$ cat src/rtl/mtx_vliw_seq.sv
// VLIW bundle sequencer: issues four op slots in order, waits for completion, watchdog per op.
// Define MTX_SEQ_NOP_SKIP_EN to let NOP and illegal slots take zero cycles.
module mtx_vliw_seq #(
    parameter int unsigned TIMEOUT = 256
) (
    input  logic        clk,
    input  logic        rst,
    input  logic        inst_valid,
    output logic        inst_ready,
    input  logic [19:0] inst,
    output logic        op_valid,
    input  logic        op_ready,
    output logic [4:0]  op,
    output logic [1:0]  op_slot,
    input  logic        exec_done,
    output logic        bundle_done,
    output logic        busy,
    output logic        err_inv,
    output logic        err_to,
    input  logic        err_clr
);
    localparam logic [1:0] S_IDLE  = 2'd0;
    localparam logic [1:0] S_ISSUE = 2'd1;
    localparam logic [1:0] S_WAIT  = 2'd2;
    localparam logic [1:0] S_DONE  = 2'd3;
    localparam logic [4:0] OP_NOP  = 5'h00;
    localparam int WD_W = (TIMEOUT > 1) ? $clog2(TIMEOUT + 1) : 1;
    localparam logic [WD_W:0] WD_LIM = (WD_W + 1)'(TIMEOUT);

    logic [1:0]      state_q, state_d;
    logic [1:0]      slot_q, slot_d;
    logic [19:0]     bundle_q, bundle_d;
    logic [WD_W-1:0] wd_q, wd_d;
    logic [WD_W:0]   wd_inc;
    logic            op_valid_q, op_valid_d;
    logic [4:0]      op_q, op_d;
    logic [1:0]      op_slot_q, op_slot_d;
    logic            bundle_done_q, bundle_done_d;
    logic            err_inv_q, err_inv_d;
    logic            err_to_q, err_to_d;
    logic            set_inv, set_to, accept;
    logic [4:0]      slot_op [4];
    logic [3:0]      exec_m, ill_m;

    assign inst_ready = (state_q == S_IDLE) && !rst;
    assign busy       = (state_q != S_IDLE);
    assign accept     = inst_valid && inst_ready;
    assign bundle_d   = accept ? inst : bundle_q;

    // Slot decode always looks at the bundle that will be current next cycle.
    for (genvar gi = 0; gi < 4; gi++) begin : g_slot
        assign slot_op[gi] = bundle_d[19 - 5*gi -: 5];
        assign ill_m[gi]   = !((slot_op[gi] <= 5'h03) ||
                               ((slot_op[gi] >= 5'h08) && (slot_op[gi] <= 5'h16)));
        assign exec_m[gi]  = !ill_m[gi] && (slot_op[gi] != OP_NOP);
    end

`ifdef MTX_SEQ_NOP_SKIP_EN
    logic [2:0] scan_from;
    logic       scan_found, scan_ill;
    logic [1:0] scan_idx;

    assign scan_from = (state_q == S_IDLE) ? 3'd0 : ({1'b0, slot_q} + 3'd1);

    // Find the next issuable slot at or after scan_from, noting illegal slots passed over.
    always_comb begin
        scan_found = 1'b0;
        scan_idx   = 2'd0;
        scan_ill   = 1'b0;
        for (int i = 0; i < 4; i++) begin
            if ((i >= int'(scan_from)) && !scan_found) begin
                if (exec_m[i]) begin
                    scan_found = 1'b1;
                    scan_idx   = 2'(i);
                end else if (ill_m[i]) begin
                    scan_ill = 1'b1;
                end
            end
        end
    end
`endif

    always_comb begin
        state_d = state_q;
        slot_d  = slot_q;
        wd_d    = wd_q;
        wd_inc  = {1'b0, wd_q} + 1'b1;
        set_inv = 1'b0;
        set_to  = 1'b0;
        case (state_q)
            S_IDLE: begin
                if (accept) begin
`ifdef MTX_SEQ_NOP_SKIP_EN
                    slot_d  = scan_idx;
                    state_d = scan_found ? S_ISSUE : S_DONE;
                    set_inv = scan_ill;
`else
                    slot_d  = 2'd0;
                    state_d = S_ISSUE;
`endif
                end
            end
            S_ISSUE: begin
                if (exec_m[slot_q]) begin
                    if (op_ready) begin
                        state_d = S_WAIT;
                        wd_d    = '0;
                    end
                end else begin
                    set_inv = ill_m[slot_q];
                    if (slot_q == 2'd3) state_d = S_DONE;
                    else                slot_d  = slot_q + 2'd1;
                end
            end
            S_WAIT: begin
                if (exec_done) begin
`ifdef MTX_SEQ_NOP_SKIP_EN
                    slot_d  = scan_idx;
                    state_d = scan_found ? S_ISSUE : S_DONE;
                    set_inv = scan_ill;
`else
                    if (slot_q == 2'd3) begin
                        state_d = S_DONE;
                    end else begin
                        slot_d  = slot_q + 2'd1;
                        state_d = S_ISSUE;
                    end
`endif
                end else if (TIMEOUT != 0) begin
                    // exec_done is tested first, so it wins a tie with the watchdog.
                    if (wd_inc == WD_LIM) begin
                        set_to  = 1'b1;
                        state_d = S_DONE;
                    end else begin
                        wd_d = wd_inc[WD_W-1:0];
                    end
                end
            end
            default: state_d = S_IDLE;
        endcase

        op_valid_d    = (state_d == S_ISSUE) && exec_m[slot_d];
        op_d          = op_valid_d ? slot_op[slot_d] : OP_NOP;
        op_slot_d     = slot_d;
        bundle_done_d = (state_d == S_DONE);
        err_inv_d     = set_inv | (err_inv_q & ~err_clr);
        err_to_d      = set_to  | (err_to_q  & ~err_clr);
    end

    always_ff @(posedge clk) begin
        if (rst) begin
            state_q       <= S_IDLE;
            slot_q        <= 2'd0;
            bundle_q      <= '0;
            wd_q          <= '0;
            op_valid_q    <= 1'b0;
            op_q          <= OP_NOP;
            op_slot_q     <= 2'd0;
            bundle_done_q <= 1'b0;
            err_inv_q     <= 1'b0;
            err_to_q      <= 1'b0;
        end else begin
            state_q       <= state_d;
            slot_q        <= slot_d;
            bundle_q      <= bundle_d;
            wd_q          <= wd_d;
            op_valid_q    <= op_valid_d;
            op_q          <= op_d;
            op_slot_q     <= op_slot_d;
            bundle_done_q <= bundle_done_d;
            err_inv_q     <= err_inv_d;
            err_to_q      <= err_to_d;
        end
    end

    assign op_valid    = op_valid_q;
    assign op          = op_q;
    assign op_slot     = op_slot_q;
    assign bundle_done = bundle_done_q;
    assign err_inv     = err_inv_q;
    assign err_to      = err_to_q;

endmodule

$ cat config.mk
export PLATFORM = sky130hd
export DESIGN_NAME = mtx_vliw_seq
export DESIGN_NICKNAME = d
export VERILOG_FILES = /design/src/rtl/mtx_vliw_seq.sv
export SDC_FILE = /design/constraint.sdc
export NUM_CORES = 1
export LEC_CHECK = 0
export CORE_ASPECT_RATIO = 0.75
export CORE_MARGIN = 5
export CORE_UTILIZATION = 28
export CTS_CLUSTER_SIZE = 24
export DETAILED_ROUTE_END_ITERATION = 6
export PLACE_DENSITY = 0.55
export SYNTH_ARGS = -nofsm -noshare
export SYNTH_HDL_FRONTEND = slang
export SYNTH_SLANG_ARGS = --single-unit
$ cat constraint.sdc
create_clock -name clk -period 4.8 [get_ports clk]
set_input_delay 0.96 -clock clk [delete_from_list [all_inputs] [get_ports clk]]
set_output_delay 0.96 -clock clk [all_outputs]
set_load 0.02 [all_outputs]
==> impl_results.html, run 1 <==
<table>
<tr><th>Metric</th><th>Value</th></tr>
<tr><th colspan="2">Die</th></tr>
<tr><td>Die span in y</td><td>92.4 um</td></tr>
<tr><td>Io pins</td><td>39</td></tr>
<tr><td>Starting density of the core</td><td>0.284</td></tr>
<tr><td>Core region area</td><td>8930 um2</td></tr>
<tr><td>Die area</td><td>11100 um2</td></tr>
<tr><td>Number of rows created at floorplan</td><td>30</td></tr>
<tr><td>Horizontal die dimension</td><td>120 um</td></tr>
<tr><th colspan="2">Yosys</th></tr>
<tr><td>Register area share after synthesis</td><td>0.332</td></tr>
<tr><td>Number of library cell types mapped by synthesis</td><td>53</td></tr>
<tr><td>Async SR Flop Fraction</td><td>0</td></tr>
<tr><td>Count of flip-flops with a built-in enable after synthesis</td><td>0</td></tr>
<tr><td>Leading register cell type out of synthesis</td><td>sky130_fd_sc_hd__dfxtp_1</td></tr>
<tr><td>Synthesized cell area</td><td>2530 um2</td></tr>
<tr><td>Multiplexer share of the synthesized area</td><td>0.108</td></tr>
<tr><td>Area fraction in compound gates after synthesis</td><td>0.242</td></tr>
<tr><td>Instance count of the mapped netlist</td><td>320</td></tr>
<tr><td>Parity-gate share of the synthesized area counting xor and xnor cells</td><td>0</td></tr>
<tr><td>Number of synthesized register bits</td><td>42</td></tr>
<tr><td>Syn_area_per_cell</td><td>7.92 um2</td></tr>
<tr><td>Largest family of logic cells by synthesized area</td><td>simple AND/OR/NAND/NOR gates</td></tr>
<tr><td>Adder and majority gate portion of the synthesized area</td><td>0.00494</td></tr>
<tr><td>Total nets after synthesis</td><td>347</td></tr>
<tr><td>Simple-gate area share of the yosys netlist</td><td>0.264</td></tr>
<tr><td>Number of warnings issued by yosys</td><td>0</td></tr>
<tr><th colspan="2">Layout</th></tr>
<tr><td>Post-synthesis to final-layout area growth</td><td>25.0%</td></tr>
<tr><td>Layout cells sized above 1</td><td>0.0989</td></tr>
<tr><td>Non-filler instance count after layout</td><td>466</td></tr>
<tr><td>Utilization after layout</td><td>0.354</td></tr>
<tr><td>Net count reported at finish</td><td>380</td></tr>
<tr><td>Commonest cells after routing, fill and taps aside</td><td>sky130_fd_sc_hd__nand2_1 (42), sky130_fd_sc_hd__dfxtp_1 (42), sky130_fd_sc_hd__nor2_1 (40)</td></tr>
<tr><td>Ant diodes</td><td>0</td></tr>
<tr><th colspan="2">Clock network</th></tr>
<tr><td>Clock edge transition at the registers on the reported setup and hold paths</td><td>0.06 ns</td></tr>
<tr><td>Clock root buffer master</td><td>sky130_fd_sc_hd__clkbuf_16</td></tr>
<tr><td>Setup fix buffers added after clock tree synthesis</td><td>0</td></tr>
<tr><td>Clock tree from TritonCTS</td><td>done</td></tr>
<tr><td>H-tree depth</td><td>2</td></tr>
<tr><td>Clock latency at the later pin of the worst-skew pair</td><td>0.28 ns</td></tr>
<tr><td>Maximum clock path buffer count</td><td>2</td></tr>
<tr><td>Number of sinks handled by clock tree synthesis</td><td>42</td></tr>
<tr><td>Post-cts repair resize count</td><td>0</td></tr>
<tr><td>CTS buffer count</td><td>5</td></tr>
<tr><td>Cts-stage hold buffer count</td><td>0</td></tr>
<tr><th colspan="2">Timing</th></tr>
<tr><td>Fraction of the cycle the final worst path needs</td><td>0.844</td></tr>
<tr><td>Final setup violating endpoints</td><td>0</td></tr>
<tr><td>Max-slew violations</td><td>0</td></tr>
<tr><td>Setup clock skew after layout</td><td>0.00335 ns</td></tr>
<tr><td>Headroom to the max-slew limit</td><td>0.616</td></tr>
<tr><td>Actual slew at the worst max-slew pin</td><td>0.575 ns</td></tr>
<tr><td>Final Critical Period</td><td>4.05 ns</td></tr>
<tr><td>RSZ-0062 raised after global routing</td><td>false</td></tr>
<tr><td>Maximum clock frequency</td><td>0.247 GHz</td></tr>
<tr><td>Summed negative setup slack over all endpoints</td><td>0 ns</td></tr>
<tr><td>Count of endpoints failing hold in the final timing report</td><td>0</td></tr>
<tr><th colspan="2">Critical path</th></tr>
<tr><td>Cell type with the highest occurrence count on the critical path</td><td>sky130_fd_sc_hd__mux2i_1</td></tr>
<tr><td>Maximum cell stage delay along the critical path</td><td>0.69 ns</td></tr>
<tr><td>Reg-to-reg setup timing slack</td><td>1.48 ns</td></tr>
<tr><td>Category of cells accounting for the largest share of critical-path delay</td><td>multiplexers</td></tr>
<tr><td>Capturing element type of the critical path</td><td>flip-flop</td></tr>
<tr><td>CP startpoint</td><td>rst</td></tr>
<tr><td>Worst endpoint data arrival time</td><td>4.22 ns</td></tr>
<tr><td>Type of element launching the critical path</td><td>primary input</td></tr>
<tr><td>Number of cell instances on the worst register-to-register path</td><td>8</td></tr>
<tr><td>WP depth</td><td>9</td></tr>
<tr><td>Endpoint of the lowest-slack register-to-register path</td><td>op[2]</td></tr>
<tr><td>Number of buffers and inverters on the critical path</td><td>1</td></tr>
<tr><td>Highest net fanout along the worst path</td><td>19</td></tr>
<tr><td>Crit-path cells</td><td>clkdlybuf4s50_1 &gt; or4b_4 &gt; mux2i_1 &gt; mux2i_1 &gt; nor2_2 &gt; a2bb2oi_4 &gt; mux2_2 &gt; o211ai_4 &gt; nor3_2</td></tr>
<tr><td>Setup crit end</td><td>op[2]</td></tr>
<tr><td>Master of the slowest instance on the critical path</td><td>sky130_fd_sc_hd__or4b_4</td></tr>
<tr><td>Crit path kind</td><td>in2reg</td></tr>
<tr><td>Worst r2r src</td><td>state_q[1]</td></tr>
<tr><td>Req. time, crit path</td><td>4.96 ns</td></tr>
<tr><th colspan="2">Routing</th></tr>
<tr><td>DRT Wirelength</td><td>7.07 mm</td></tr>
<tr><td>Vias</td><td>2397</td></tr>
<tr><td>Residual DRC count</td><td>0</td></tr>
<tr><td>Top layer reached by signal wires</td><td>met4</td></tr>
<tr><td>Met3 WL</td><td>252 um</td></tr>
<tr><td>Antenna Violating Nets Remaining</td><td>0</td></tr>
<tr><td>Average via count per standard cell</td><td>5.14</td></tr>
<tr><td>Routed metal-1 wire length</td><td>3.78 mm</td></tr>
<tr><td>Total iterations of the first detailed-routing run</td><td>4</td></tr>
<tr><td>Met2 wire len</td><td>2.95 mm</td></tr>
<tr><td>Starting DRC count in detailed routing</td><td>133</td></tr>
<tr><td>Wire length per cell after detailed routing</td><td>15.2 um</td></tr>
<tr><th colspan="2">Place</th></tr>
<tr><td>Number of instances in the placed design</td><td>458</td></tr>
<tr><td>Detailed-placement wirelength estimate</td><td>5.24 mm</td></tr>
<tr><td>Count of input and output buffers</td><td>38</td></tr>
<tr><td>Final weighted congestion in routability-driven placement</td><td>0.809</td></tr>
<tr><th colspan="2">GRT</th></tr>
<tr><td>Remaining Overflow, GRT</td><td>0</td></tr>
<tr><td>Pin count of the biggest net entering global routing</td><td>36</td></tr>
<tr><td>Total track usage</td><td>0.128</td></tr>
<tr><td>Number of antenna violations at the first check in global routing</td><td>0</td></tr>
<tr><td>First-pass GRT wire length</td><td>11.6 mm</td></tr>
<tr><td>Number of global-route vias before repair</td><td>2287</td></tr>
<tr><th colspan="2">Power</th></tr>
<tr><td>Sw frac</td><td>0.324</td></tr>
<tr><td>Static Leakage</td><td>1.15 nW</td></tr>
<tr><td>Sequential share of power</td><td>0.379</td></tr>
<tr><td>Total internal power</td><td>0.000712 W</td></tr>
<tr><td>Part of the total power dissipated in the clock network</td><td>0.330</td></tr>
<tr><td>P per Cell Area</td><td>332 nW/um2</td></tr>
<tr><td>Net switching power of the design</td><td>0.000340 W</td></tr>
<tr><td>Worst VDD drop</td><td>0.137 mV</td></tr>
<tr><td>Share of power burned in combinational logic</td><td>0.291</td></tr>
<tr><th colspan="2">Outcome</th></tr>
<tr><td>Run status</td><td>finished clean</td></tr>
<tr><th colspan="2">Run</th></tr>
<tr><td>Total of max-cap violations</td><td>0</td></tr>
<tr><th colspan="2">Hold path</th></tr>
<tr><td>Hold WC Path Type</td><td>reg2reg</td></tr>
</table>
-- worst min-delay path by stage --
stage          startpoint  endpoint  depth (start not counted)
6_report          err_inv   err_inv                          2
4_1_cts           err_inv   err_inv                          2
3_5_place_dp      err_inv   err_inv                          2
2_1_floorplan     wd_q[1]   wd_q[1]                          2
5_1_grt           err_inv   err_inv                          2
3_3_place_gp      err_inv   err_inv                          2
-- synth_stat cells, drive strengths merged, types with 2 or more instances --
cell type   n  area [um2]
o21ai      16        83.8
nor3       12        75.1
and3        4        25.0
and2        3        18.8
or4b        2        23.8
o22ai       2        12.5
inv        12        45.0
dfxtp      42         841
a31oi       4        25.0
o21ba       2        20.0
or3         7        43.8
mux2        3        33.8
o211ai      3        36.3
nand4       3        18.8
clkbuf     10        37.5
nand3       6        30.0
a311oi      5        61.3
nor2       41         156
buf         6        40.0
a211oi     10        75.1
mux2i      22         240
nand2b      3        18.8
nand3b      2        15.0
a21oi      33         165
nand2      42         158
a21bo       2        20.0
nor2b       6        37.5
a22o        2        17.5
-- layout make-up --
class                      instances  area [um2]
timing repair buffer              42         410
sequential                        42         841
clock inverter                     2        12.5
clock buffer                       6         139
inverter                          12        45.0
fill                             950        5770
tap                              112         140
multi-input combinational        250        1580
-- registers in the layout, summed over array words and instances (netlist names) --
register     flops
wd_q             9
bundle_q        20
op_valid         1
err_inv          1
op               5
err_to           1
state_q          2
bundle_done      1
op_slot          2
-- power by group through the flow --
stage          sequential (W)  combinational [W]  clock (W)
2_1_floorplan        0.000399           0.000213          0
3_3_place_gp         0.000406           0.000301          0
3_5_place_dp         0.000406           0.000304          0
4_1_cts              0.000398           0.000305   0.000354
5_1_grt              0.000402           0.000331   0.000375
6_report             0.000399           0.000306   0.000347
-- layer usage --
layer,global-route usage,vias to the layer above
met5,0,-
met4,0.0305,0
met3,0.0281,7
met2,0.191,43
met1,0.186,1128
li1,-,1219
-- worst min-delay path, cell delays in order (launching register included) --
cell and delay (ns):
sky130_fd_sc_hd__dfxtp_1 0.31, sky130_fd_sc_hd__nand2b_1 0.07, sky130_fd_sc_hd__a21oi_1 0.05
-- logic make-up after synthesis --
family / count (synthesis)
and+or+nand+nor: 136
AOI/OAI and AO/OA: 88
DFF: 42
buffers and inverters: 28
muxes: 25
adders and majority gates: 1
-- stage by stage --
stage / setup WS [ns] / instance area [um2] / hold slack, ns / power [W]
CTS: 0.760 / 3170 / 0.478 / 0.00106
finish: 0.749 / 3170 / 0.474 / 0.00105
detailed placement: 0.477 / 3020 / 0.464 / 0.000710
global placement: 0.552 / 3020 / 0.466 / 0.000707
floorplan: 1.32 / 2530 / 0.458 / 0.000612
global route: 0.494 / 3170 / 0.498 / 0.00111
Power figures use the tool's default switching activity.
==> inputs of run 2 (changes only) <==
==> constraint.sdc (replaced) <==
create_clock -name clk -period 3.9 [get_ports clk]
set_input_delay 0.78 -clock clk [delete_from_list [all_inputs] [get_ports clk]]
set_output_delay 0.78 -clock clk [all_outputs]
set_load 0.02 [all_outputs]
==> run 2 against run 1 <==
Against the previous run: non-clock buffer count rose by 10; cell count rose by 2.1%; sequential share of layout area fell by 0.64 points; combinational power rose by 29%; die area did not move; highest routed layer unchanged.
==> impl_results.html, run 2 (synthesis results as in run 1) <==
<table>
<tr><th>Metric</th><th>Value</th></tr>
<tr><th colspan="2">Outcome</th></tr>
<tr><td>Run status</td><td>finished clean</td></tr>
<tr><th colspan="2">Timing</th></tr>
<tr><td>Max-slew violations</td><td>0</td></tr>
<tr><td>Setup clock skew after layout</td><td>0.00478 ns</td></tr>
<tr><td>Maximum clock frequency</td><td>0.284 GHz</td></tr>
<tr><td>Final setup violating endpoints</td><td>0</td></tr>
<tr><td>Count of endpoints failing hold in the final timing report</td><td>0</td></tr>
<tr><td>Fraction of the cycle the final worst path needs</td><td>0.901</td></tr>
<tr><td>Actual slew at the worst max-slew pin</td><td>0.523 ns</td></tr>
<tr><td>Final Critical Period</td><td>3.52 ns</td></tr>
<tr><td>Summed negative setup slack over all endpoints</td><td>0 ns</td></tr>
<tr><td>Headroom to the max-slew limit</td><td>0.651</td></tr>
<tr><td>RSZ-0062 raised after global routing</td><td>false</td></tr>
<tr><th colspan="2">Place</th></tr>
<tr><td>Final weighted congestion in routability-driven placement</td><td>0.854</td></tr>
<tr><td>Detailed-placement wirelength estimate</td><td>5.40 mm</td></tr>
<tr><td>Area post-placement</td><td>3100 um2</td></tr>
<tr><td>Count of input and output buffers</td><td>38</td></tr>
<tr><td>Number of instances in the placed design</td><td>468</td></tr>
<tr><th colspan="2">Clock network</th></tr>
<tr><td>Clock tree from TritonCTS</td><td>done</td></tr>
<tr><td>Maximum clock path buffer count</td><td>2</td></tr>
<tr><td>Setup fix buffers added after clock tree synthesis</td><td>0</td></tr>
<tr><td>Cts-stage hold buffer count</td><td>0</td></tr>
<tr><td>Clock root buffer master</td><td>sky130_fd_sc_hd__clkbuf_16</td></tr>
<tr><td>CTS buffer count</td><td>5</td></tr>
<tr><td>Post-cts repair resize count</td><td>0</td></tr>
<tr><td>Number of sinks handled by clock tree synthesis</td><td>42</td></tr>
<tr><td>Clock latency at the later pin of the worst-skew pair</td><td>0.28 ns</td></tr>
<tr><td>H-tree depth</td><td>2</td></tr>
<tr><td>Clock edge transition at the registers on the reported setup and hold paths</td><td>0.06 ns</td></tr>
<tr><th colspan="2">GRT</th></tr>
<tr><td>Total track usage</td><td>0.133</td></tr>
<tr><td>Number of antenna violations at the first check in global routing</td><td>0</td></tr>
<tr><td>Number of global-route vias before repair</td><td>2315</td></tr>
<tr><td>Remaining Overflow, GRT</td><td>0</td></tr>
<tr><td>First-pass GRT wire length</td><td>12.1 mm</td></tr>
<tr><td>Pin count of the biggest net entering global routing</td><td>36</td></tr>
<tr><th colspan="2">Power</th></tr>
<tr><td>Static Leakage</td><td>1.20 nW</td></tr>
<tr><td>Total internal power</td><td>0.000877 W</td></tr>
<tr><td>Net switching power of the design</td><td>0.000415 W</td></tr>
<tr><td>Share of power burned in combinational logic</td><td>0.307</td></tr>
<tr><td>Sequential share of power</td><td>0.380</td></tr>
<tr><td>Sw frac</td><td>0.321</td></tr>
<tr><td>P per Cell Area</td><td>398 nW/um2</td></tr>
<tr><td>Worst VDD drop</td><td>0.215 mV</td></tr>
<tr><td>Part of the total power dissipated in the clock network</td><td>0.314</td></tr>
<tr><td>Final Total Pwr</td><td>0.00129 W</td></tr>
<tr><th colspan="2">Layout</th></tr>
<tr><td>Non-filler instance count after layout</td><td>476</td></tr>
<tr><td>Net count reported at finish</td><td>390</td></tr>
<tr><td>Commonest cells after routing, fill and taps aside</td><td>sky130_fd_sc_hd__nand2_1 (42), sky130_fd_sc_hd__dfxtp_1 (42), sky130_fd_sc_hd__nor2_1 (40)</td></tr>
<tr><td>Layout cells sized above 1</td><td>0.121</td></tr>
<tr><td>Ant diodes</td><td>0</td></tr>
<tr><td>Final-layout fill cell count</td><td>925</td></tr>
<tr><td>Number of flip-flops under the largest register name</td><td>20</td></tr>
<tr><td>Fin area</td><td>3250 um2</td></tr>
<tr><td>Register containing the most flip-flops in the final layout</td><td>bundle_q</td></tr>
<tr><td>Post-synthesis to final-layout area growth</td><td>28.1%</td></tr>
<tr><th colspan="2">Routing</th></tr>
<tr><td>Wire length per cell after detailed routing</td><td>15.2 um</td></tr>
<tr><td>Total iterations of the first detailed-routing run</td><td>4</td></tr>
<tr><td>Vias</td><td>2471</td></tr>
<tr><td>Starting DRC count in detailed routing</td><td>193</td></tr>
<tr><td>Residual DRC count</td><td>0</td></tr>
<tr><td>Average via count per standard cell</td><td>5.19</td></tr>
<tr><td>Antenna Violating Nets Remaining</td><td>0</td></tr>
<tr><td>DRT Wirelength</td><td>7.24 mm</td></tr>
<tr><th colspan="2">Run</th></tr>
<tr><td>Total of max-cap violations</td><td>0</td></tr>
<tr><th colspan="2">Critical path</th></tr>
<tr><td>Req. time, crit path</td><td>4.11 ns</td></tr>
<tr><td>Type of element launching the critical path</td><td>primary input</td></tr>
<tr><td>Crit path kind</td><td>in2reg</td></tr>
<tr><td>Highest net fanout along the worst path</td><td>14</td></tr>
<tr><td>Crit-path cells</td><td>clkdlybuf4s50_1 &gt; or4b_4 &gt; buf_4 &gt; nand4_1 &gt; a31oi_1 &gt; or3_1 &gt; a22o_1 &gt; a311oi_4 &gt; o211ai_4 &gt; nor3_2</td></tr>
<tr><td>Worst endpoint data arrival time</td><td>3.73 ns</td></tr>
<tr><td>Maximum cell stage delay along the critical path</td><td>0.65 ns</td></tr>
<tr><td>Category of cells accounting for the largest share of critical-path delay</td><td>simple AND/OR/NAND/NOR gates</td></tr>
<tr><td>Master of the slowest instance on the critical path</td><td>sky130_fd_sc_hd__or4b_4</td></tr>
<tr><td>Worst r2r src</td><td>state_q[1]</td></tr>
<tr><td>CP startpoint</td><td>rst</td></tr>
<tr><td>Number of buffers and inverters on the critical path</td><td>2</td></tr>
<tr><td>Reg-to-reg setup timing slack</td><td>0.90 ns</td></tr>
<tr><td>Capturing element type of the critical path</td><td>flip-flop</td></tr>
<tr><th colspan="2">Die</th></tr>
<tr><td>Core region area</td><td>8930 um2</td></tr>
<tr><td>Horizontal die dimension</td><td>120 um</td></tr>
<tr><td>Number of rows created at floorplan</td><td>30</td></tr>
<tr><td>Die span in y</td><td>92.4 um</td></tr>
<tr><td>Die area</td><td>11100 um2</td></tr>
<tr><td>Starting density of the core</td><td>0.284</td></tr>
<tr><td>Io pins</td><td>39</td></tr>
<tr><th colspan="2">Hold path</th></tr>
<tr><td>Hold WC Path Type</td><td>reg2reg</td></tr>
<tr><td>Hold path startpoint</td><td>err_inv</td></tr>
</table>
## run 2: layout make-up
class	count	area [um2]	area share
Multi-Input combinational cell	250	1580	0.487
Timing Repair Buffer	52	498	0.153
Tap cell	112	140	0.0432
Clock buffer	6	129	0.0397
Clock inverter	2	13.8	0.00424
Sequential cell	42	841	0.259
Inverter	12	45.0	0.0139
## run 2: per-stage QoR
stage                     hold slack [ns]  setup slack (ns)  utilization
after floorplan                     0.458             0.597            -
after detailed placement            0.461             0.105        0.347
after global placement              0.464             0.136        0.347
after global routing                0.504             0.202        0.363
after CTS                           0.474             0.391        0.363
final                               0.470             0.385        0.363
## run 2: path summary, 6_finish.rpt
kind	to	cells after the start
max	op[2]	10
min	err_inv	2
max reg2reg	op[2]	9
min reg2reg	err_inv	2
## run 2: layer usage
layer	global-route usage	vias to the layer above	routed length (um)
li1	-	1236	-
met1	0.199	1161	3710
met2	0.193	70	3050
met3	0.0256	4	397
met4	0.0334	0	72
met5	0	-	0
## run 2: worst reg2reg max path, cell delays in order, from the launching register on
cell and delay [ns]:
sky130_fd_sc_hd__dfxtp_1 0.43, sky130_fd_sc_hd__or4b_4 0.70, sky130_fd_sc_hd__buf_4 0.24, sky130_fd_sc_hd__nand4_1 0.11, sky130_fd_sc_hd__a31oi_1 0.13, sky130_fd_sc_hd__or3_1 0.38
sky130_fd_sc_hd__a22o_1 0.22, sky130_fd_sc_hd__a311oi_4 0.35, sky130_fd_sc_hd__o211ai_4 0.17, sky130_fd_sc_hd__nor3_2 0.20
## run 2: power groups by stage
stage | registers [W] | clock network, W | logic, W
floorplan | 0.000491 | 0 | 0.000262
global placement | 0.000499 | 0 | 0.000393
detailed placement | 0.000500 | 0 | 0.000396
CTS | 0.000490 | 0.000421 | 0.000397
global route | 0.000496 | 0.000440 | 0.000433
finish | 0.000491 | 0.000405 | 0.000396
==> inputs of run 3 (changes only) <==
--- a/config.mk
+++ b/config.mk
@@ -8,6 +8,7 @@
 export CORE_ASPECT_RATIO = 0.75
 export CORE_MARGIN = 5
 export CORE_UTILIZATION = 28
+export CTS_BUF_LIST = sky130_fd_sc_hd__clkbuf_8
 export CTS_CLUSTER_SIZE = 24
 export DETAILED_ROUTE_END_ITERATION = 6
 export PLACE_DENSITY = 0.55
==> run 3 against run 2 <==
Against the previous run: global-route usage grew 0.065 points; largest cell class unchanged; cell count stayed put; combinational power is essentially flat; sequential power about the same; routed wire length up 0.65%; setup slack worse by 0.032 ns; critical path depth stayed put; sequential share of layout area is 0.46 points higher; via count grew 0.61%.
==> impl_results.html, run 3 (synthesis results as in run 1) <==
<table>
<tr><th>Metric</th><th>Value</th></tr>
<tr><th colspan="2">Hold path</th></tr>
<tr><td>Hold WC Path Type</td><td>reg2reg</td></tr>
<tr><th colspan="2">Critical path</th></tr>
<tr><td>Highest net fanout along the worst path</td><td>14</td></tr>
<tr><td>Master of the slowest instance on the critical path</td><td>sky130_fd_sc_hd__or4b_4</td></tr>
<tr><td>Crit path kind</td><td>in2reg</td></tr>
<tr><td>Capturing element type of the critical path</td><td>flip-flop</td></tr>
<tr><td>Maximum cell stage delay along the critical path</td><td>0.65 ns</td></tr>
<tr><td>Crit-path cells</td><td>clkdlybuf4s50_1 &gt; or4b_4 &gt; buf_4 &gt; a21oi_1 &gt; a22o_1 &gt; o221ai_1 &gt; a211oi_1 &gt; o31a_1 &gt; o211ai_4 &gt; nor3_2</td></tr>
<tr><td>Req. time, crit path</td><td>4.13 ns</td></tr>
<tr><td>Worst endpoint data arrival time</td><td>3.78 ns</td></tr>
<tr><td>Type of element launching the critical path</td><td>primary input</td></tr>
<tr><th colspan="2">Clock network</th></tr>
<tr><td>Number of sinks handled by clock tree synthesis</td><td>42</td></tr>
<tr><td>Clock latency at the later pin of the worst-skew pair</td><td>0.30 ns</td></tr>
<tr><td>Maximum clock path buffer count</td><td>2</td></tr>
<tr><td>Post-cts repair resize count</td><td>0</td></tr>
<tr><td>H-tree depth</td><td>2</td></tr>
<tr><td>Setup fix buffers added after clock tree synthesis</td><td>0</td></tr>
<tr><td>CTS buffer count</td><td>5</td></tr>
<tr><td>Clock root buffer master</td><td>sky130_fd_sc_hd__clkbuf_8</td></tr>
<tr><td>Clock edge transition at the registers on the reported setup and hold paths</td><td>0.08 ns</td></tr>
<tr><td>Clock tree from TritonCTS</td><td>done</td></tr>
<tr><td>Cts-stage hold buffer count</td><td>0</td></tr>
<tr><th colspan="2">GRT</th></tr>
<tr><td>Number of antenna violations at the first check in global routing</td><td>0</td></tr>
<tr><td>First-pass GRT wire length</td><td>12.1 mm</td></tr>
<tr><td>Total track usage</td><td>0.133</td></tr>
<tr><td>Number of global-route vias before repair</td><td>2335</td></tr>
<tr><td>Remaining Overflow, GRT</td><td>0</td></tr>
<tr><td>Pin count of the biggest net entering global routing</td><td>36</td></tr>
<tr><th colspan="2">Layout</th></tr>
<tr><td>Net count reported at finish</td><td>390</td></tr>
<tr><td>Commonest cells after routing, fill and taps aside</td><td>sky130_fd_sc_hd__nand2_1 (42), sky130_fd_sc_hd__dfxtp_1 (42), sky130_fd_sc_hd__nor2_1 (40)</td></tr>
<tr><td>Number of flip-flops under the largest register name</td><td>20</td></tr>
<tr><td>Post-synthesis to final-layout area growth</td><td>25.9%</td></tr>
<tr><td>Register containing the most flip-flops in the final layout</td><td>bundle_q</td></tr>
<tr><td>Utilization after layout</td><td>0.357</td></tr>
<tr><td>Multi-input combinational cell area</td><td>1580 um2</td></tr>
<tr><td>Sequential cell area</td><td>841 um2</td></tr>
<tr><td>Layout cells sized above 1</td><td>0.121</td></tr>
<tr><td>Final-layout fill cell count</td><td>930</td></tr>
<tr><td>Fin area</td><td>3190 um2</td></tr>
<tr><td>Ant diodes</td><td>0</td></tr>
<tr><th colspan="2">Timing</th></tr>
<tr><td>Actual slew at the worst max-slew pin</td><td>0.528 ns</td></tr>
<tr><td>Fraction of the cycle the final worst path needs</td><td>0.910</td></tr>
<tr><td>Final setup violating endpoints</td><td>0</td></tr>
<tr><td>Count of endpoints failing hold in the final timing report</td><td>0</td></tr>
<tr><td>RSZ-0062 raised after global routing</td><td>false</td></tr>
<tr><td>Final Critical Period</td><td>3.55 ns</td></tr>
<tr><td>Max-slew violations</td><td>0</td></tr>
<tr><td>Headroom to the max-slew limit</td><td>0.647</td></tr>
<tr><td>Summed negative setup slack over all endpoints</td><td>0 ns</td></tr>
<tr><td>Maximum clock frequency</td><td>0.282 GHz</td></tr>
<tr><td>Setup clock skew after layout</td><td>0.00739 ns</td></tr>
<tr><th colspan="2">Routing</th></tr>
<tr><td>Vias</td><td>2486</td></tr>
<tr><td>Wire length per cell after detailed routing</td><td>15.3 um</td></tr>
<tr><td>Average via count per standard cell</td><td>5.22</td></tr>
<tr><td>Residual DRC count</td><td>0</td></tr>
<tr><td>Starting DRC count in detailed routing</td><td>152</td></tr>
<tr><td>Antenna Violating Nets Remaining</td><td>0</td></tr>
<tr><td>Total iterations of the first detailed-routing run</td><td>5</td></tr>
<tr><td>DRT Wirelength</td><td>7.28 mm</td></tr>
<tr><th colspan="2">Outcome</th></tr>
<tr><td>Run status</td><td>finished clean</td></tr>
<tr><th colspan="2">Place</th></tr>
<tr><td>Final weighted congestion in routability-driven placement</td><td>0.854</td></tr>
<tr><td>Area post-placement</td><td>3100 um2</td></tr>
<tr><td>Count of input and output buffers</td><td>38</td></tr>
<tr><td>Detailed-placement wirelength estimate</td><td>5.40 mm</td></tr>
<tr><th colspan="2">Die</th></tr>
<tr><td>Core region area</td><td>8930 um2</td></tr>
<tr><td>Io pins</td><td>39</td></tr>
<tr><td>Starting density of the core</td><td>0.284</td></tr>
<tr><td>Number of rows created at floorplan</td><td>30</td></tr>
<tr><td>Die span in y</td><td>92.4 um</td></tr>
<tr><td>Horizontal die dimension</td><td>120 um</td></tr>
<tr><td>Die area</td><td>11100 um2</td></tr>
<tr><th colspan="2">Power</th></tr>
<tr><td>Static Leakage</td><td>1.18 nW</td></tr>
<tr><td>P per Cell Area</td><td>367 nW/um2</td></tr>
<tr><td>Worst VDD drop</td><td>0.116 mV</td></tr>
<tr><th colspan="2">Run</th></tr>
<tr><td>Total of max-cap violations</td><td>0</td></tr>
</table>
==> run 3: cell types whose count changed in the layout (fill, tap and decap cells not counted) <==
| cell | change |
|---|---|
| sky130_fd_sc_hd__inv_1 | +1 |
| sky130_fd_sc_hd__clkbuf_1 | -1 |
| sky130_fd_sc_hd__clkbuf_8 | +5 |
| sky130_fd_sc_hd__clkbuf_16 | -5 |
==> run 3: power by group <==
group	switching, W	leakage, nW	total, W	internal [W]
logic	0.000213	0.790	0.000398	0.000185
registers	0.0000366	0.341	0.000490	0.000453
clock network	0.000158	0.0493	0.000282	0.000124
total	0.000408	1.18	0.00117	0.000763
==> run 3: final cells by class <==
type	count	area share
sequential	42	0.264
clock buffer	5	0.0216
inverter	12	0.0141
multi-input combinational	250	0.495
clock inverter	3	0.00549
timing repair buffer	52	0.156
tap	112	0.0439
==> run 3: critical path, delay by kind of cell <==
kind | cells | cell delay, ns
AO/OA/AOI/OAI | 6 | 1.43
buffers and inverters | 2 | 0.71
AND/OR/NAND/NOR | 2 | 0.85
==> run 3: worst paths after layout <==
| path | from | endpoint | slack (ns) | cells after the start |
|---|---|---|---|---|
| hold reg to reg | err_inv | err_inv | 0.48 | 2 |
| hold / removal | err_inv | err_inv | 0.48 | 2 |
| setup / recovery | rst | op[2] | 0.35 | 10 |
| setup reg to reg | state_q[1] | op[2] | 0.84 | 9 |
==> run 3: routing by layer <==
metal  track usage  up-vias  wire [um]
met2         0.193       66       3040
met1         0.200     1173       3760
met5             0        -          0
met4        0.0362        0        108
li1              -     1237          -
met3        0.0256       10        374
==> run 3: metrics by stage <==
step	cells	power [W]	hold WS [ns]	setup slack (ns)
after global placement	468	0.000891	0.464	0.136
after floorplan	320	0.000753	0.458	0.597
final	476	0.00117	0.476	0.353
after detailed placement	468	0.000895	0.461	0.105
after CTS	476	0.00118	0.478	0.359
after global routing	476	0.00124	0.509	0.180
==> variant 1 (flow settings as in run 1) <==
Set the parameter `TIMEOUT` to 512 (it was 256).
--- a/src/rtl/mtx_vliw_seq.sv
+++ b/src/rtl/mtx_vliw_seq.sv
@@ -1,7 +1,7 @@
 // VLIW bundle sequencer: issues four op slots in order, waits for completion, watchdog per op.
 // Define MTX_SEQ_NOP_SKIP_EN to let NOP and illegal slots take zero cycles.
 module mtx_vliw_seq #(
-    parameter int unsigned TIMEOUT = 256
+    parameter int unsigned TIMEOUT = 512
 ) (
     input  logic        clk,
     input  logic        rst,
Behaviour: no difference found for any inputs over 10 cycles, from zero or initial values and one cycle with rst high; that may be too few to reach the edited logic, so the function may still have changed.
==> variant 1 against run 1 <==
Worst setup slack got worse by 82 ps; wire length up 7.2%; non-clock buffer count grew 3; power fell by 7.1%; cell area is 6.0% higher; sequential cell count increased by 1; critical path depth unchanged; synthesized area increased by 6.0%; sequential share of layout area fell by 0.91 points; critical path type unchanged; largest power group is now the clock network.
==> variant 1: results (changes against run 1) <==
stage	metric	value	unit	change
power_and_ir_drop	p_leak	0.00121	uW	+4.8%
synthesis	synth_cell_types	56		+5.7%
critical_path	critPathMaxStageDelay	790	ps	+100 ps
detailed_routing	drt-pass1-iter-count	5		+1
placement	placed_cells	501		+9.4%
placement	gp_congestion	0.832		+2.9%
status	status	complete, no violations		
detailed_routing	vias_per_cell	5.11		-0.73%
sta	tightest_slew	753	ps	+178 ps
detailed_routing	wl_per_cell	14.9	um	-1.9%
critical_path	cp_max_fo	15		-4
clock_network	ctsHtreeMaxLevel	2		unchanged
finish	drive_gt1_share	9.02	%	-0.87 points
critical_path	cp_top_family	simple AND/OR/NAND/NOR gates		
synthesis	syn_area_per_cell	7.70	sq um	-2.8%
global_route	grt_pass1_wl	12400	um	+6.7%
global_route	grt_max_degree	39		+8.3%
global_route	grt_pass1_vias	2436		+6.5%
power_and_ir_drop	power.switching	262	uW	-23%
global_route	grt_usage	13.1	%	+0.29 points
detailed_routing	drt_wl_total	7570	um	+7.2%
synthesis	yosys-top-cells-area	dfxtp_1 (32%), nand2_1 (7.3%), a21oi_1 (6.5%), nor2_1 (4.9%), mux2i_1 (4.5%)		
synthesis	synth_nets	376		+8.4%
synthesis	synth-seq-area-share	32.0	%	-1.1 points
power_and_ir_drop	peakVddDrop	0.000173	V	+27%
detailed_routing	first_iter_violations	215		+62%
finish	fin_nets	403		+6.1%
placement	dp_hpwl	5670	um	+8.1%
sta	finClkSkew	4.26	ps	+0.916 ps
critical_path	critPathArrivalTime	4330	ps	+110 ps
## variant 1: cell types whose count changed after synthesis, sizes merged, moves of 4 or more
cell | before | now
mux2i | 22 | 14
a31oi | 4 | 8
nor2b | 6 | 14
nand2 | 42 | 52
o21bai | 0 | 4
or3 | 7 | 1
inv | 12 | 8
clkbuf | 10 | 18
nor2 | 41 | 35
nor3 | 12 | 7
o21ai | 16 | 12
nand2b | 3 | 7
## variant 1: through the flow
step | area (sq um) | hold slack [ps] | worst slack, ps | utilization (%) | power [uW]
3_3_place_gp | 3180 | 491 | 488 | 33.5 | 584
5_1_grt | 3360 | 534 | 460 | 35.3 | 1020
2_1_floorplan | 2690 | 463 | 1390 | - | 516
4_1_cts | 3360 | 510 | 647 | 35.3 | 982
6_report | 3360 | 508 | 667 | 35.3 | 977
3_5_place_dp | 3180 | 501 | 358 | 33.5 | 586
## variant 1: cells by family after synthesis
group / after synthesis / share of synthesized area, %
XOR/XNOR: 2 / 0.652
flip-flops: 43 / 32.0
buffers and inverters: 33 / 5.36
multiplexers: 16 / 6.99
adder cells (fa/ha/maj): 1 / 0.466
AO/OA/AOI/OAI: 105 / 26.7
AND/OR/NAND/NOR: 149 / 27.8
## variant 1: final cells by class
class	count	area (sq um)
timing repair buffer	45	433
clock inverter	2	35.0
fill	1023	6150
clock buffer	6	139
sequential	43	861
tap	132	165
inverter	8	30.0
multi-input combinational	273	1690
## variant 1: metal layers
layer | wire length, um | up-vias | track usage, %
li1 | - | 1311 | -
met1 | 3860 | 1201 | 20.2
met2 | 3210 | 80 | 18.8
met3 | 415 | 7 | 2.04
met4 | 91 | 0 | 3.04
met5 | 0 | - | 0
## variant 1: worst paths after layout
path | from | end | slack, ps | depth (start not counted)
setup reg to reg | state_q[1] | op[1] | 1270 | 9
setup / recovery | inst_valid | op[1] | 670 | 9
hold reg to reg | bundle_q[2] | bundle_q[2] | 510 | 2
hold / removal | bundle_q[2] | bundle_q[2] | 510 | 2
## variant 1: tightest hold or removal path: stages (launching register included)
cell and delay (ps):
dfxtp_1 340, nand2_1 60, a21oi_1 60
## variant 1: power by group through the flow
| stage | Sequential, uW | Clock [uW] | Combinational (uW) |
|---|---|---|---|
| 3_3_place_gp | 396 | 0 | 188 |
| 5_1_grt | 391 | 423 | 208 |
| 3_5_place_dp | 397 | 0 | 189 |
| 4_1_cts | 388 | 403 | 190 |
| 2_1_floorplan | 391 | 0 | 124 |
| 6_report | 389 | 398 | 190 |
==> variant 2 (settings of run 1) <==
Without the edit above. Register the output `err_to` once more, cleared by the reset; this adds one clock of latency there. The other outputs are not delayed to match.
--- a/src/rtl/mtx_vliw_seq.sv
+++ b/src/rtl/mtx_vliw_seq.sv
@@ -178,7 +178,13 @@
     assign op_slot     = op_slot_q;
     assign bundle_done = bundle_done_q;
     assign err_inv     = err_inv_q;
-    assign err_to      = err_to_q;
+    always_ff @(posedge clk) begin
+        if (rst) begin
+            err_to <= '0;
+        end else begin
+            err_to <= err_to_q;
+        end
+    end
 
 endmodule
 
Formal check against the unedited RTL: same outputs for any inputs over 10 cycles, from zero or initial values and one cycle with rst high; that may be too few to reach the edited logic, so the function may still have changed.
==> variant 2 against run 1 <==
Maximum frequency grew 3.7%; largest cell class unchanged; clock skew rose by 4.8 ps; sequential cell count increased by 1; sequential share of layout area down 0.069 points; combinational power fell by 2%; final cell count increased by 0.64%; wire length decreased by 1.2%; synthesized area up 1.3%; worst setup slack better by 150 ps; power grew 10%; cell area up 2.6%.
==> variant 2: results (changes against run 1) <==
stage	metric	value	unit	change
status	status	complete, no violations		
sta	timing.final.crit_share	81.4	%	-3.0 points
synthesis	synth_cell_types	55		+3.8%
critical_path	cp_slowest_cell	clkdlybuf4s50_1		
hold_path	whs_path_depth	1		-1
critical_path	critPathMaxStageDelay	550	ps	-140 ps
critical_path	r2r_cells	9		+1
hold_path	worstHoldStart	err_to_q		
detailed_routing	vias_per_cell	5.06		-1.6%
hold_path	min_to	err_to		
detailed_routing	first_iter_violations	178		+34%
placement	dp_worst_setup_slack	626	ps	+149 ps
placement	gp_congestion	0.833		+3.0%
sta	finClkSkew	8.19	ps	+4.85 ps
finish	drive_gt1_share	10.4	%	+0.48 points
synthesis	synthTopCellsByCount	dfxtp_1 (43), nand2_1 (42), nor2_1 (40)		
critical_path	cp_top_family	compound AO/OA/AOI/OAI gates		
sta	slew_headroom	58.1	%	-3.6 points
global_route	grt_usage	12.9	%	+0.099 points
synthesis	synth-seq-area-share	33.5	%	+0.36 points
finish	fin_nets	383		+0.79%
sta	hold_ws	468	ps	-6.52 ps
global_route	grt_pass1_vias	2264		-1.0%
power_and_ir_drop	p_leak	0.00119	uW	+3.2%
power_and_ir_drop	peakVddDrop	0.000187	V	+36%
synthesis	synth_nets	349		+0.58%
placement	dp_hpwl	5230	um	-0.24%
placement	placed_cell_area	0.00305	sq mm	+1.3%
global_route	grt_max_degree	37		+2.8%
global_route	grt_pass1_wl	11800	um	+1.4%
critical_path	cp_max_fo	24		+5
synthesis	yosys-top-cells-area	dfxtp_1 (34%), mux2i_1 (7.0%), a21oi_1 (6.4%), nand2_1 (6.1%), nor2_1 (5.9%)		
global_route	grt_antenna_before_repair	0		unchanged
detailed_routing	wl_per_cell	14.9	um	-1.8%
-- variant 2: how the worst max path moves through the flow --
stage | start | to | slack [ps]
final | rst | op[3] | 900
after floorplan | rst | op[0] | 1450
after global placement | rst | op[3] | 690
after CTS | rst | op[3] | 920
after detailed placement | rst | op[3] | 630
after global routing | rst | op[1] | 690
-- variant 2: routing by layer --
layer	global-route usage, %	vias to the layer above	wire [um]
li1	-	1224	-
met3	3.36	4	282
met5	0	-	0
met1	19.0	1104	3700
met4	2.36	0	38
met2	18.9	41	2960
-- variant 2: through the flow --
stage,instances,utilization (%)
finish,469,36.1
floorplan,322,-
global placement,461,33.9
CTS,469,36.1
global route,469,36.1
detailed placement,461,33.9
-- variant 2: final cells by class --
class / instances / area, sq um
Timing Repair Buffer: 43 / 418
Multi-Input combinational cell: 251 / 1590
Fill cell: 969 / 5760
Tap cell: 112 / 140
Inverter: 12 / 45.0
Clock buffer: 5 / 125
Sequential cell: 43 / 861
Clock inverter: 3 / 71.3
-- variant 2: logic make-up (layout without fill, tap and decap cells) --
| kind of cell | count (synthesis) | count (layout) | share of synthesized area [%] |
|---|---|---|---|
| and+or+nand+nor | 137 | 137 | 26.4 |
| AOI/OAI and AO/OA | 88 | 88 | 23.6 |
| DFF | 43 | 43 | 33.5 |
| buffers and inverters | 28 | 63 | 4.83 |
| muxes | 25 | 25 | 11.2 |
| adders and majority gates | 1 | 1 | 0.487 |
-- variant 2: where the power goes --
| group | internal (uW) | leakage, uW | switching, uW |
|---|---|---|---|
| registers | 377 | 0.000349 | 29.0 |
| logic | 135 | 0.000746 | 165 |
| clock network | 302 | 0.0000959 | 151 |
